===== config.mk =====
export PLATFORM = sky130hd
export DESIGN_NAME = state_unpack_mask_n
export DESIGN_NICKNAME = d
export VERILOG_FILES = /design/src/rtl/state_unpack_mask_n_pkg.sv /design/src/rtl/state_unpack_mask_n_mod_q_sub.sv /design/src/rtl/state_unpack_mask_n.sv
export SDC_FILE = /design/constraint.sdc
export NUM_CORES = 1
export LEC_CHECK = 0
export ABC_AREA = 1
export BUFFER_PORTS_ARGS = -buffer_cell sky130_fd_sc_hd__buf_4
export CORE_ASPECT_RATIO = 0.7
export CORE_MARGIN = 8
export CORE_UTILIZATION = 59
export DETAILED_ROUTE_END_ITERATION = 8
export GPL_TIMING_DRIVEN = 0
export PLACE_DENSITY = 0.94
export SLEW_MARGIN = 20
export SYNTH_ARGS = -nofsm -noshare
export SYNTH_HDL_FRONTEND = slang
export SYNTH_SLANG_ARGS = --single-unit

===== constraint.sdc =====
create_clock -name clk -period 12 [get_ports clk]
set_input_delay 2.4 -clock clk [delete_from_list [all_inputs] [get_ports clk]]
set_output_delay 2.4 -clock clk [all_outputs]
set_load 0.01 [all_outputs]

===== src/rtl/state_unpack_mask_n_pkg.sv =====
// Shared constants, FSM encoding and packing helper for the Kyber two-share masking unit.
package kyber_mask_pkg;

  localparam int KYBER_Q_DEFAULT = 3329;

  localparam int MODE_ARITH = 0;
  localparam int MODE_BOOL  = 1;

  typedef enum logic [1:0] {
    ST_IDLE = 2'd0,
    ST_MASK = 2'd1,
    ST_DONE = 2'd2
  } state_e;

  // Coefficient 0 sits at the MSB end of the packed vector.
  function automatic int slot_off(input int idx, input int n_coef, input int coef_w);
    return n_coef * coef_w - 1 - idx * coef_w;
  endfunction

endpackage


===== src/rtl/state_unpack_mask_n_mod_q_sub.sv =====
// (c - r) mod KYBER_Q by one conditional subtract; c and r are expected in [0, KYBER_Q).
module mod_q_sub
  import kyber_mask_pkg::*;
#(
  parameter int KYBER_Q = KYBER_Q_DEFAULT,
  parameter int COEF_W  = 16
) (
  input  logic [COEF_W-1:0] c_i,
  input  logic [COEF_W-1:0] r_i,
  output logic [COEF_W-1:0] d_o
);
  localparam int W = COEF_W + 2;
  localparam logic [W-1:0] Q_W = W'(KYBER_Q);

  logic [W-1:0] sum_s;
  logic [W-1:0] diff_s;

  // Bias by Q so the difference never goes negative, then fold back once.
  always_comb begin
    sum_s = {2'b00, c_i} + Q_W - {2'b00, r_i};
    if (sum_s >= Q_W) begin
      diff_s = sum_s - Q_W;
    end else begin
      diff_s = sum_s;
    end
    d_o = COEF_W'(diff_s);
  end

endmodule


===== src/rtl/state_unpack_mask_n.sv =====
// Two-share masking of an N-coefficient packed Kyber state, one coefficient per
// accepted random word through a single shared datapath.
module state_unpack_mask_n
  import kyber_mask_pkg::*;
#(
  parameter int KYBER_Q = KYBER_Q_DEFAULT,
  parameter int COEF_W  = 16,
  parameter int N_COEF  = 8,
  parameter int RAND_W  = 16,
  parameter int MODE    = MODE_ARITH
) (
  input  logic                     clk,
  input  logic                     rst_n,
  input  logic                     start,
  input  logic [N_COEF*COEF_W-1:0] s,
  // "rand" is a SystemVerilog keyword, so the random word carries a suffix.
  input  logic [RAND_W-1:0]        rand_data,
  input  logic                     rand_valid,
  output logic                     rand_ready,
  output logic                     busy,
  output logic                     function_done,
  output logic [N_COEF*COEF_W-1:0] s1,
  output logic [N_COEF*COEF_W-1:0] s2,
  output logic                     range_err
);
  localparam int SW    = N_COEF * COEF_W;
  localparam int RB    = $clog2(KYBER_Q);
  localparam int IDX_W = (N_COEF > 1) ? $clog2(N_COEF) : 1;
  localparam int OFF_W = $clog2(SW);

  localparam logic [COEF_W-1:0] Q_C  = COEF_W'(KYBER_Q);
  localparam logic [IDX_W-1:0]  LAST = IDX_W'(N_COEF - 1);

  localparam logic [1:0] IDLE = ST_IDLE;
  localparam logic [1:0] MASK = ST_MASK;
  localparam logic [1:0] DONE = ST_DONE;

  logic [1:0]       state_q, state_d;
  logic [IDX_W-1:0] idx_q, idx_d;
  logic [SW-1:0]    s_reg_q, s_reg_d;
  logic [SW-1:0]    s1_q, s1_d;
  logic [SW-1:0]    s2_q, s2_d;
  logic             range_err_q, range_err_d;

  logic [OFF_W-1:0]  off_s;
  logic [COEF_W-1:0] coef_s;
  logic [COEF_W-1:0] coef_red_s;
  logic              coef_over_s;
  logic [COEF_W-1:0] r_cand_s;
  logic              r_accept_s;
  logic [COEF_W-1:0] d_arith_s;
  logic [COEF_W-1:0] s2_slot_s;
  logic              xfer_s;
  logic              unused_rand_s;

  assign unused_rand_s = ^rand_data;

  // Slot select, candidate screening and share-2 value for the current index.
  always_comb begin
    off_s       = OFF_W'(slot_off(int'(idx_q), N_COEF, COEF_W));
    coef_s      = s_reg_q[off_s -: COEF_W];
    coef_over_s = (coef_s >= Q_C);
    if (coef_over_s) begin
      coef_red_s = coef_s - Q_C;
    end else begin
      coef_red_s = coef_s;
    end
    if (MODE == MODE_BOOL) begin
      r_cand_s   = rand_data[COEF_W-1:0];
      r_accept_s = 1'b1;
      s2_slot_s  = coef_s ^ r_cand_s;
    end else begin
      r_cand_s   = {{(COEF_W-RB){1'b0}}, rand_data[RB-1:0]};
      r_accept_s = (r_cand_s < Q_C);
      s2_slot_s  = d_arith_s;
    end
  end

  mod_q_sub #(
    .KYBER_Q (KYBER_Q),
    .COEF_W  (COEF_W)
  ) u_mod_q_sub (
    .c_i (coef_red_s),
    .r_i (r_cand_s),
    .d_o (d_arith_s)
  );

  assign xfer_s = rand_valid && (state_q == MASK);

  // Next-state and share update logic.
  always_comb begin
    state_d     = state_q;
    idx_d       = idx_q;
    s_reg_d     = s_reg_q;
    s1_d        = s1_q;
    s2_d        = s2_q;
    range_err_d = range_err_q;
    case (state_q)
      IDLE: begin
        if (start) begin
          state_d     = MASK;
          idx_d       = '0;
          s_reg_d     = s;
          s1_d        = '0;
          s2_d        = '0;
          range_err_d = 1'b0;
        end else begin
          state_d = IDLE;
        end
      end
      MASK: begin
        // Rejected words are consumed without advancing idx.
        if (xfer_s && r_accept_s) begin
          s1_d[off_s -: COEF_W] = r_cand_s;
          s2_d[off_s -: COEF_W] = s2_slot_s;
          if (MODE == MODE_ARITH) begin
            range_err_d = range_err_q | coef_over_s;
          end else begin
            range_err_d = 1'b0;
          end
          if (idx_q == LAST) begin
            state_d = DONE;
            idx_d   = '0;
          end else begin
            idx_d = idx_q + IDX_W'(1);
          end
        end else begin
          state_d = MASK;
        end
      end
      DONE: begin
        state_d = IDLE;
      end
      default: begin
        state_d = IDLE;
      end
    endcase
  end

  // State and share registers.
  always_ff @(posedge clk or negedge rst_n) begin
    if (!rst_n) begin
      state_q     <= IDLE;
      idx_q       <= '0;
      s_reg_q     <= '0;
      s1_q        <= '0;
      s2_q        <= '0;
      range_err_q <= 1'b0;
    end else begin
      state_q     <= state_d;
      idx_q       <= idx_d;
      s_reg_q     <= s_reg_d;
      s1_q        <= s1_d;
      s2_q        <= s2_d;
      range_err_q <= range_err_d;
    end
  end

  assign rand_ready    = (state_q == MASK);
  assign busy          = (state_q != IDLE);
  assign function_done = (state_q == DONE);
  assign s1            = s1_q;
  assign s2            = s2_q;
  assign range_err     = range_err_q;

endmodule


==> results of run 1 <==
==> critical path, delay by kind of cell (launching register included) <==
| family | cells | cell delay (ns) |
|---|---|---|
| XOR/XNOR | 2 | 0.54 |
| flip-flops | 1 | 0.39 |
| AO/OA/AOI/OAI | 3 | 0.63 |
| adder cells (fa/ha/maj) | 3 | 0.86 |
| buffers and inverters | 7 | 1.29 |
| AND/OR/NAND/NOR | 23 | 2.64 |
==> synthesized netlist by cell type, drive strengths merged (15+ instances only) <==
master  count  area, µm²
ha         38        475
nand3     114        651
a21oi      18       93.8
dfrtp     358       8960
o21ai     223       1130
xor2       28        253
nor3       15       85.1
nand2     917       3500
inv       141        534
buf        80        553
clkbuf     70        263
nor2      171        692
nand4      39        294
==> routing by layer <==
layer	part of all wire (%)	vias to the layer above	track usage, %
met5	0	-	0
met4	4.6	0	14.1
met3	15	292	14.1
met2	43	1525	53.4
met1	37	8569	45.9
li1	-	7916	-
==> worst max path at each step <==
stage                 startpoint       to  slack, ns  cells after the start
floorplan           rand_data[1]  s2[105]       6.79                     19
global placement           rst_n  s2[115]       5.38                      1
detailed placement      idx_q[1]   s2[42]       5.80                     38
CTS                     idx_q[1]   s2[42]       5.73                     38
global route            idx_q[1]  s2[107]       5.04                     38
finish                  idx_q[1]   s2[42]       5.52                     38
==> stage by stage <==
stage / util [%] / hold WS [ns] / cell area, µm² / instances
global placement: 70.8 / 0.460 / 21100 / 3036
global route: 75.3 / 0.498 / 22500 / 3103
CTS: 75.3 / 0.483 / 22500 / 3103
floorplan: - / 0.444 / 17900 / 2280
finish: 75.3 / 0.483 / 22500 / 3104
detailed placement: 71.3 / 0.466 / 21300 / 3039
==> registers in the layout (all words and copies together) (netlist names) <==
| register | flops |
|---|---|
| range_err | 1 |
| s1 | 96 |
| idx_q | 3 |
| s2 | 128 |
| state_q | 2 |
| s_reg_q | 128 |
==> cell families (layout without fill, tap and decap cells) <==
kind of cell | Yosys count | after routing | share of synthesized area, %
other | 1 | 33 | 0.0211
DFF | 358 | 358 | 50.5
buffers and inverters | 292 | 730 | 7.62
adders and majority gates | 39 | 39 | 2.79
and+or+nand+nor | 1263 | 1263 | 29.7
xor gates and xnor gates | 36 | 36 | 1.82
AOI/OAI and AO/OA | 260 | 260 | 7.63
==> placed cells by master, fill, tap and decap left out, drive strengths merged, types with 18 or more instances in the layout <==
cell type	netlist	layout
nor2	171	171
ha	38	38
dfrtp	358	358
clkbuf	70	119
nand2	917	917
buf	80	454
nand3	114	114
conb	1	32
a21oi	18	18
nand4	39	39
xor2	28	28
inv	141	144
o21ai	223	223
==> final cells by class <==
cell class	instances	area (µm²)	area share, %
multi-input cells	1630	7600	33.8
repair buffers	374	2880	12.8
inverters	142	538	2.39
well taps	385	482	2.14
clock inverters	15	193	0.857
clock buffers	49	1010	4.50
diodes	1	2.50	0.0111
flip-flops and latches	358	8960	39.9
plain buffers	150	816	3.63
==> flow_results.org, run 1 <==
** Global route
- Global-route wire length before repair :: between 100000 and 150000 µm
- Maximum number of pins on one net before global-route repair :: 110
- Initial antenna violation count :: 3
- Via count of the first global-routing pass :: 18346
- Across every metal layer, demand over resource in global routing totals between 30 and 40%.
- Global routing finished with a remaining overflow of 0.

** Route
- The first TritonRoute pass finished after 6 iterations.
- For this run, design rule violations remaining after detail routing come to 0.
- Post-DRT Antenna Nets :: 0
- The detailed router finished its first iteration with 2644 violations.
- In the routed layout, each cell is associated on average with a via count of 5.90.
- For this block, the routed nets add up to about 66000 µm of wire.
- Routed wire per std cell :: roughly 21 µm
- The routed layout has 18302 vias.

** Critical path
- Data on the critical path arrives at its endpoint at 6.90 ns.
- The critical path is of the reg -> reg type.
- The startpoint identified for the worst register-to-register timing path is idx_q[1].
- Worst path max stage delay :: 0.39 ns
- Reg2Reg Depth :: 38
- Required time of the critical path :: 12.41 ns
- CP dominant cell by count :: sky130_fd_sc_hd__nand2_1
- STA classifies the critical path startpoint as a flop.
- Setup slack on the worst reg-to-reg path comes out at 5.52 ns.
- Slowest-stage cell, CP :: sky130_fd_sc_hd__dfrtp_1
- Critical Path End Type :: flop
- The endpoint identified for the worst register-to-register timing path is s2[42].
- Largest fanout of any net on the critical path :: 10

** STA
- Relative slew margins :: 23.2%
- At the pin with the least slew margin, the transition time is 1.14 ns.
- Timing would allow up to approximately 0.15 GHz.
- Crit path time final :: 6.48 ns
- Setup violators final :: 0
- The number of max-slew violations in the final report was 0.
- After layout, the worst path uses a little over half of the clock period.
- Number of hold violations in the final report :: 0
- Clock Skew :: around 0.028 ns
- Setup repair after global routing left no endpoint under its margin.
- Final TNS setup :: 0 ns
- Setup slack closes at 5.52 ns.

** Logic synthesis
- For this run, the leading register cell type out of synthesis is sky130_fd_sc_hd__dfrtp_1.
- After synthesis the cells add up to 0.0178 mm².
- Synthesis-stage register bit count :: 358
- In the synthesized netlist the async set-or-reset flop fraction comes to 100%.
- Number of distinct library cells after synthesis :: 44
- After synthesis, the mean cell area works out to 7.90 µm².
- Cells after Synth :: 2249
- Number of warnings printed during yosys synthesis :: 0
- Of the synthesized area, sequential elements account for about half.
- Yosys mapped a number of flops with a built-in enable equal to 0.

** Clocking
- Counting the buffers created by CTS gives 36.
- After clock tree synthesis, the clock-pin slew on the worst setup and hold paths is around 0.060 ns.
- TritonCTS built the clock tree.
- Number of levels in the clock H-tree :: 2
- Buffers inserted to repair hold after CTS numbered 0.
- No sink is reached through more buffers than the 3 on the longest clock path.
- Root Driver :: sky130_fd_sc_hd__clkbuf_16
- Buffers added to address setup during post-CTS repair amount to 0.
- The clock net in this run drives a total of 358 sinks.
- The number of gates resized after CTS was 0.
- Clock latency on the worst-skew pair, taken at its later pin, is between 0.5 and 0.6 ns.

** Floorplanning
- Row count :: 53
- Top-level I/O count :: 408
- The die is ~220 µm wide.
- Die footprint :: 0.0360 mm²
- For this configuration, the core starts out at a cell density of 59.5%.
- Die extent in y :: 161 µm
- Area of the placeable core :: about 0.030 mm²

** Outcome
- The flow ran to the end, and the final reports show no timing, DRC or antenna violations.

** Cells and area
- Layout fillers :: 2061
- Relative area change from synthesis to final layout :: 26.6%
- Final nets :: 2879
- Share of layout cells above drive strength 1 :: 21.3%

** Place
- Final weighted congestion of routability-driven global placement :: 0.989
- The HPWL after detailed placement is about 48000 µm.
- Timing analysis after detailed placement gives a worst setup slack of 5.80 ns.
- Number of buffer cells added on primary ports :: roughly 370

** Worst hold path
- The startpoint identified for the worst hold timing path is s_reg_q[96].
- Cells on Worst Hold Path :: 2
- Worst min-delay path class :: reg -> reg
- WHS Endpoint :: s_reg_q[96]

** Run
- Max-Cap Viols :: 0
Power of run 1 is left out: the tool's default activity adds up to more than one toggle a clock period on the data nets, which glitch-free logic cannot reach.
==> inputs of run 2 (changes only) <==
--- a/config.mk
+++ b/config.mk
@@ -9,10 +9,10 @@
 export BUFFER_PORTS_ARGS = -buffer_cell sky130_fd_sc_hd__buf_4
 export CORE_ASPECT_RATIO = 0.7
 export CORE_MARGIN = 8
-export CORE_UTILIZATION = 59
+export CORE_UTILIZATION = 55
 export DETAILED_ROUTE_END_ITERATION = 8
 export GPL_TIMING_DRIVEN = 0
-export PLACE_DENSITY = 0.94
+export PLACE_DENSITY = 0.89
 export SLEW_MARGIN = 20
 export SYNTH_ARGS = -nofsm -noshare
 export SYNTH_HDL_FRONTEND = slang
==> constraint.sdc (replaced) <==
create_clock -name clk -period 6.7 [get_ports clk]
set_input_delay 1.34 -clock clk [delete_from_list [all_inputs] [get_ports clk]]
set_output_delay 1.34 -clock clk [all_outputs]
set_load 0.01 [all_outputs]
==> run 2 against run 1 <==
Cell area grew 0.43%. Clock skew shrank 0.0038 ns. Register-to-register slack lost 5.0 ns. Core utilization shrank 4.9 points. Critical endpoint is now s2[106]. Count of clock-buffer cells in the layout grew 2. Hold slack is essentially flat. Cell count grew 1.3%. Sequential share of layout area shrank 0.17 points.
==> flow_results.org, run 2 (synthesis gave the netlist of run 1 again) <==
** Critical path
- Worst path max stage delay :: 0.43 ns (+0.04 ns)
- Required time of the critical path :: 7.16 ns (-5.25 ns)
- CP dominant cell by count :: sky130_fd_sc_hd__nand2_1
- STA classifies the critical path startpoint as a flop.
- The data arrival time of the critical path was 6.65 ns (-0.25 ns).
- Critical Path End Type :: flop
- The slowest stage of the critical path belongs to the cell sky130_fd_sc_hd__dfrtp_1.
- Start-to-end type of the worst setup path :: reg -> reg
- Largest fanout of any net on the critical path :: 10 (unchanged)

** Floorplanning
- Die extent in y :: 166 µm (+3.2%)
- Initial Utilization :: 55.4% (-4.1 points)
- Die X :: 231 µm (+3.3%)
- Area of the placeable core :: 0.0321 mm² (+7.5%)
- The number of standard-cell rows in the floorplan came to 55 (+3.8%).
- Top-level I/O count :: 408 (unchanged)
- Die footprint :: 0.0384 mm² (+6.6%)

** STA
- Transition time at the pin with the least slew margin :: 1.15 ns (+0.00564 ns)
- Setup repair after global routing missed its margin :: no
- Final TNS setup :: 0 ns (unchanged)
- The fraction of the cycle the final worst path needs is 92.4% (+38 points).
- Crit path time final :: 6.19 ns (-0.294 ns)
- The highest clock rate was 0.162 GHz (+4.7%).
- The final setup skew was 0.0239 ns (-0.00385 ns).
- Final max-slew violation count :: 0 (unchanged)
- Number of hold violations in the final report :: 0 (unchanged)
- The final setup violation count was 0 (unchanged).
- Relative slew margins :: 22.8% (-0.38 points)

** Clocking
- Root Driver :: sky130_fd_sc_hd__clkbuf_16
- Clock latency of the later-clocked register in the worst-skew pair :: 0.54 ns (about the same)
- The total CTS buffers is 36 (unchanged).
- The number of sinks driven by the clock tree came to 358 (unchanged).
- The clock slew seen by the registers of the worst setup and hold paths was 0.07 ns (about the same).
- The number of H-tree levels is 2 (unchanged).
- Buffer depth of the longest clock path :: 3 (unchanged)
- Post-CTS setup-driven buffer insertion count :: 0 (unchanged)
- TritonCTS built the clock tree.

** Route
- Via density :: 5.68 (-3.7%)
- Iteration-0 DRC count of the detailed router :: 2429 (-8.1%)
- The average wire per standard cell came to 20.6 µm (-3.3%).
- The remaining antenna violation count after routing came to 0 (unchanged).
- The count of vias placed by the detailed router came to 17859 (-2.4%).
- The aggregate routed wire length was 64800 µm (-2.0%).
- Number of remaining DRC errors :: 0 (unchanged)
- Drt first pass iters :: 5 (-1)

** Cells and area
- Count of antenna diodes in the layout :: 0 (-1)
- Commonest non-fill, non-tap cell in the layout :: sky130_fd_sc_hd__nand2_1
- In the layout the commonest cells are sky130_fd_sc_hd__nand2_1, sky130_fd_sc_hd__buf_4, sky130_fd_sc_hd__dfrtp_1.
- Share of layout cells above drive strength 1 :: 21.4% (+0.15 points)
- Relative area change from synthesis to final layout :: 27.1%
- The layout net count was 2879 (unchanged).

** Outcome
- Outcome :: completed

** Place
- Post-detail-place hpwl :: 48900 µm (+0.74%)
- The weighted congestion at the end of routability-driven global placement was 0.954 (-3.5%).
- The number of port buffers is 371 (unchanged).

** Global route
- Overall track demand over capacity in global routing :: 32.4% (-3.1 points)
- Via count of the first global-routing pass :: 17700 (-3.5%)
- The number of antenna violations at the first check in global routing came to 1 (-2).
- The first-pass GRT wire length is 98900 µm (-2.2%).
- Global-route congestion overflow total :: 0 (unchanged)
- The maximum number of pins on one net before global-route repair was 107 (-2.7%).

** Run
- Max-Cap Viols :: 0 (unchanged)

** Worst hold path
- In this run the worst hold path is classified as reg -> reg.
-- run 2: timing repair --
| action | 4_1_cts | 5_1_grt |
|---|---|---|
| resized for setup | 0 | 4 |
| hold buffers | 0 | 0 |
| endpoints found under the setup margin | 0 | 99 |
-- run 2: path summary, 6_finish.rpt --
path	from	slack, ns	end	depth (start not counted)
max in group asynchronous	rst_n	4.57	s2[37]	3
max	idx_q[1]	0.51	s2[106]	38
min in group asynchronous	rst_n	0.77	s1[6]	1
max reg2reg	idx_q[1]	0.51	s2[106]	38
min	s_reg_q[125]	0.48	s_reg_q[125]	2
min reg2reg	s_reg_q[125]	0.48	s_reg_q[125]	2
-- run 2: metrics by stage --
step	utilization [%]	cell area, µm²	hold WS [ns]	worst slack (ns)	cells
2_1_floorplan	-	17900	0.444	1.65	2280
3_3_place_gp	66.1	21200	0.460	0.470	3078
3_5_place_dp	66.5	21300	0.463	0.441	3081
4_1_cts	70.4	22600	0.481	0.390	3145
5_1_grt	70.4	22600	0.500	0.0108	3145
6_report	70.4	22600	0.483	0.511	3145
-- run 2: final cells by class --
type                       count  area, µm²
buffer                       150        818
clock buffer                  51       1060
clock inverter                13        189
fill                        2413       9490
inverter                     142        538
multi-input combinational   1630       7600
sequential                   358       8960
tap                          427        534
timing repair buffer         374       2880
-- run 2: critical path: cells and delay by family (launching register included) --
| family | cells | cell delay, ns |
|---|---|---|
| AO/OA/AOI/OAI | 3 | 0.53 |
| adder cells (fa/ha/maj) | 3 | 0.88 |
| buffers and inverters | 7 | 1.10 |
| flip-flops | 1 | 0.43 |
| AND/OR/NAND/NOR | 23 | 2.67 |
| XOR/XNOR | 2 | 0.49 |
-- run 2: routing by layer --
metal  GRT usage (%)  part of all wire [%]  wire, µm
met4            11.4                   3.6      2360
met3            10.4                    14      8960
met5               0                 0.017        11
met1            44.7                    39     25500
met2            47.8                    43     28000
Power of run 2 is left out for the same reason.
==> inputs of run 3 (changes only) <==
--- a/config.mk
+++ b/config.mk
@@ -9,10 +9,10 @@
 export BUFFER_PORTS_ARGS = -buffer_cell sky130_fd_sc_hd__buf_4
 export CORE_ASPECT_RATIO = 0.7
 export CORE_MARGIN = 8
-export CORE_UTILIZATION = 55
+export CORE_UTILIZATION = 35
 export DETAILED_ROUTE_END_ITERATION = 8
 export GPL_TIMING_DRIVEN = 0
-export PLACE_DENSITY = 0.89
+export PLACE_DENSITY = 0.64
 export SLEW_MARGIN = 20
 export SYNTH_ARGS = -nofsm -noshare
 export SYNTH_HDL_FRONTEND = slang
==> run 3 against run 2 <==
Wire length is 6.1% higher. Cell count is 7.9% higher. Sequential cell count unchanged. First-iteration DRC count is 32% lower. Largest cell class unchanged.
==> flow_results.org, run 3 (synthesis gave the netlist of run 1 again) <==
** Outcome
- The run finished with clean final reports.

** Clocking
- Root Driver :: sky130_fd_sc_hd__clkbuf_16
- Number of buffers added by the clock tree synthesis step :: 38 (+5.6%)
- Clock latency of the later-clocked register in the worst-skew pair :: 0.55 ns (about the same)
- Number of levels in the clock H-tree :: 2 (unchanged)
- Clk sinks :: 358 (unchanged)
- Post-CTS clock slew at the launch and capture registers of the worst setup and hold paths :: 0.07 ns (about the same)
- Clock tree from TritonCTS :: yes
- The maximum count of clock buffers along a single path is 3 (unchanged).

** Route
- The average wire per standard cell came to 20.3 µm (-1.7%).
- The first-pass iteration count of the detailed router was 6 (+1).
- The via-per-instance ratio is 5.02 (-12%).
- Iteration-0 DRC count of the detailed router :: 1657 (-32%)
- Number of remaining DRC errors :: 0 (unchanged)
- Vias after detailed routing :: 17025 (-4.7%)
- Post-DRT Antenna Nets :: 0 (unchanged)
- Wire length reported by the detailed router :: 68800 µm (+6.1%)

** Place
- The number of port buffers was 371 (unchanged).
- The sum of net half-perimeters after detailed placement came to 53300 µm (+9.0%).
- Number of cells after detailed placement :: 3330 (+8.1%)
- Final weighted congestion of routability-driven global placement :: 0.932 (-2.3%)
- The instance area at placement was 0.0217 mm² (+1.6%).

** Global route
- The maximum number of pins on one net before global-route repair was 96 (-10%).
- The first-pass GRT wire length came to 103000 µm (+4.6%).
- Global-route congestion overflow total :: 0 (unchanged)
- The overall fraction of global-route tracks in use came to 22.8% (-9.6 points).
- The number of global-route vias before repair came to 17203 (-2.8%).
- Initial antenna violation count :: 1 (unchanged)

** STA
- Final cycle utilization of the critical path :: 92.0% (-0.39 points)
- Setup repair after global routing missed its margin :: no
- The remaining max-slew budget at the tightest pin is 28.8% (+5.9 points).
- The hold violation total from the final report is 0 (unchanged).
- The transition at the pin with the smallest max-transition slack is 1.06 ns (-0.0897 ns).
- The final setup skew came to 0.0287 ns (+0.00478 ns).
- The worst slack on hold paths came to 0.480 ns (-0.00267 ns).
- The highest clock rate came to 0.162 GHz (+0.42%).
- The post-route minimum period came to 6.16 ns (-0.0260 ns).
- The total negative slack was 0 ns (unchanged).
- Setup violators final :: 0 (unchanged)
- The number of max-slew violations in the final report was 0 (unchanged).

** Critical path
- STA classifies the critical path endpoint as a flop.
- Slowest-stage cell, CP :: sky130_fd_sc_hd__dfrtp_1
- The worst setup path is launched from a flop.
- Arrival time reported for the critical path endpoint :: 6.64 ns (about the same)
- The maximum fanout along the worst path came to 10 (unchanged).
- Count of buffer and inverter cells on the critical path :: 7 (unchanged)
- The setup path with the least slack is of type reg -> reg.
- CP dominant cell by count :: sky130_fd_sc_hd__nand2_1
- Worst path max stage delay :: 0.42 ns (about the same)
- Kind of cell adding the most delay to the critical path :: simple AND/OR/NAND/NOR gates
- The data required time of the worst path was 7.18 ns (+0.02 ns).

** Cells and area
- Leaving out fill and tap cells, the most frequent cell in the layout is sky130_fd_sc_hd__nand2_1.
- Count of antenna diodes in the layout :: 0 (unchanged)
- The share of layout cells above drive strength 1 was 21.6% (+0.10 points).
- From synthesis to final layout, the design area changed by 29.1%.
- Finished layout cell area :: 0.0229 mm² (+1.6%)
- The number of standard cells in the final layout excluding fillers came to 3393 (+7.9%).
- In the layout the commonest cells are sky130_fd_sc_hd__nand2_1, sky130_fd_sc_hd__buf_4, sky130_fd_sc_hd__dfrtp_1.
- Final nets :: 2884 (+0.17%)

** Floorplanning
- Initial Utilization :: 35.2% (-20 points)
- The total die area is 0.0583 mm² (+52%).
- Area of the placeable core :: 0.0504 mm² (+57%)
- The number of standard-cell rows in the floorplan is 69 (+25%).
- The horizontal die dimension is 285 µm (+24%).
- Die extent in y :: 204 µm (+23%)
- The number of top-level design ports is 408 (unchanged).

** Worst hold path
- The path class of the tightest hold or removal check is reg -> reg.

** Run
- The number of max-capacitance violations reported came to 0 (unchanged).
run 3: what timing repair did:
action,CTS,global route
gates resized for setup,0,3
hold buffers,0,0
endpoints found under the setup margin,0,119
setup buffers,0,1
run 3: worst paths after layout:
check                           slack (ns)            to  cells after the start          from
worst max-delay path                  0.54        s2[64]                     37      idx_q[1]
min in group asynchronous             0.79        s1[71]                      1         rst_n
worst max register to register        0.54        s2[64]                     37      idx_q[1]
max in group asynchronous             4.52        s2[37]                      3         rst_n
worst min-delay path                  0.48  s_reg_q[121]                      2  s_reg_q[121]
worst min register to register        0.48  s_reg_q[121]                      2  s_reg_q[121]
run 3: area by class of cell:
cell class              instances  area [µm²]
well taps                     674         843
plain buffers                 150         817
flip-flops and latches        358        8960
repair buffers                377        2910
inverters                     142         538
clock buffers                  49        1040
multi-input cells            1630        7620
fillers                      5085       27500
clock inverters                13         204
run 3: stage by stage:
step	setup slack, ns	util, %
after floorplan	1.65	-
after global placement	0.337	42.6
after detailed placement	0.372	43.0
after CTS	0.326	45.5
after global routing	0.0845	45.5
final	0.537	45.5
run 3: metal layers:
layer	track usage, %	vias to the layer above	wire length (µm)
met4	5.73	2	1700
met2	33.9	654	29500
li1	-	7938	-
met3	5.73	116	6080
met1	33.0	8315	31500
met5	0	-	13
run 3: worst register-to-register path: cells and delay by family, from the launching register on:
kind,cells,cell delay [ns]
buffers and inverters,7,1.17
and+or+nand+nor,22,2.61
xor gates and xnor gates,2,0.43
adders and majority gates,3,0.86
AOI/OAI and AO/OA,3,0.63
DFF,1,0.42
Power of run 3 is left out for the same reason.
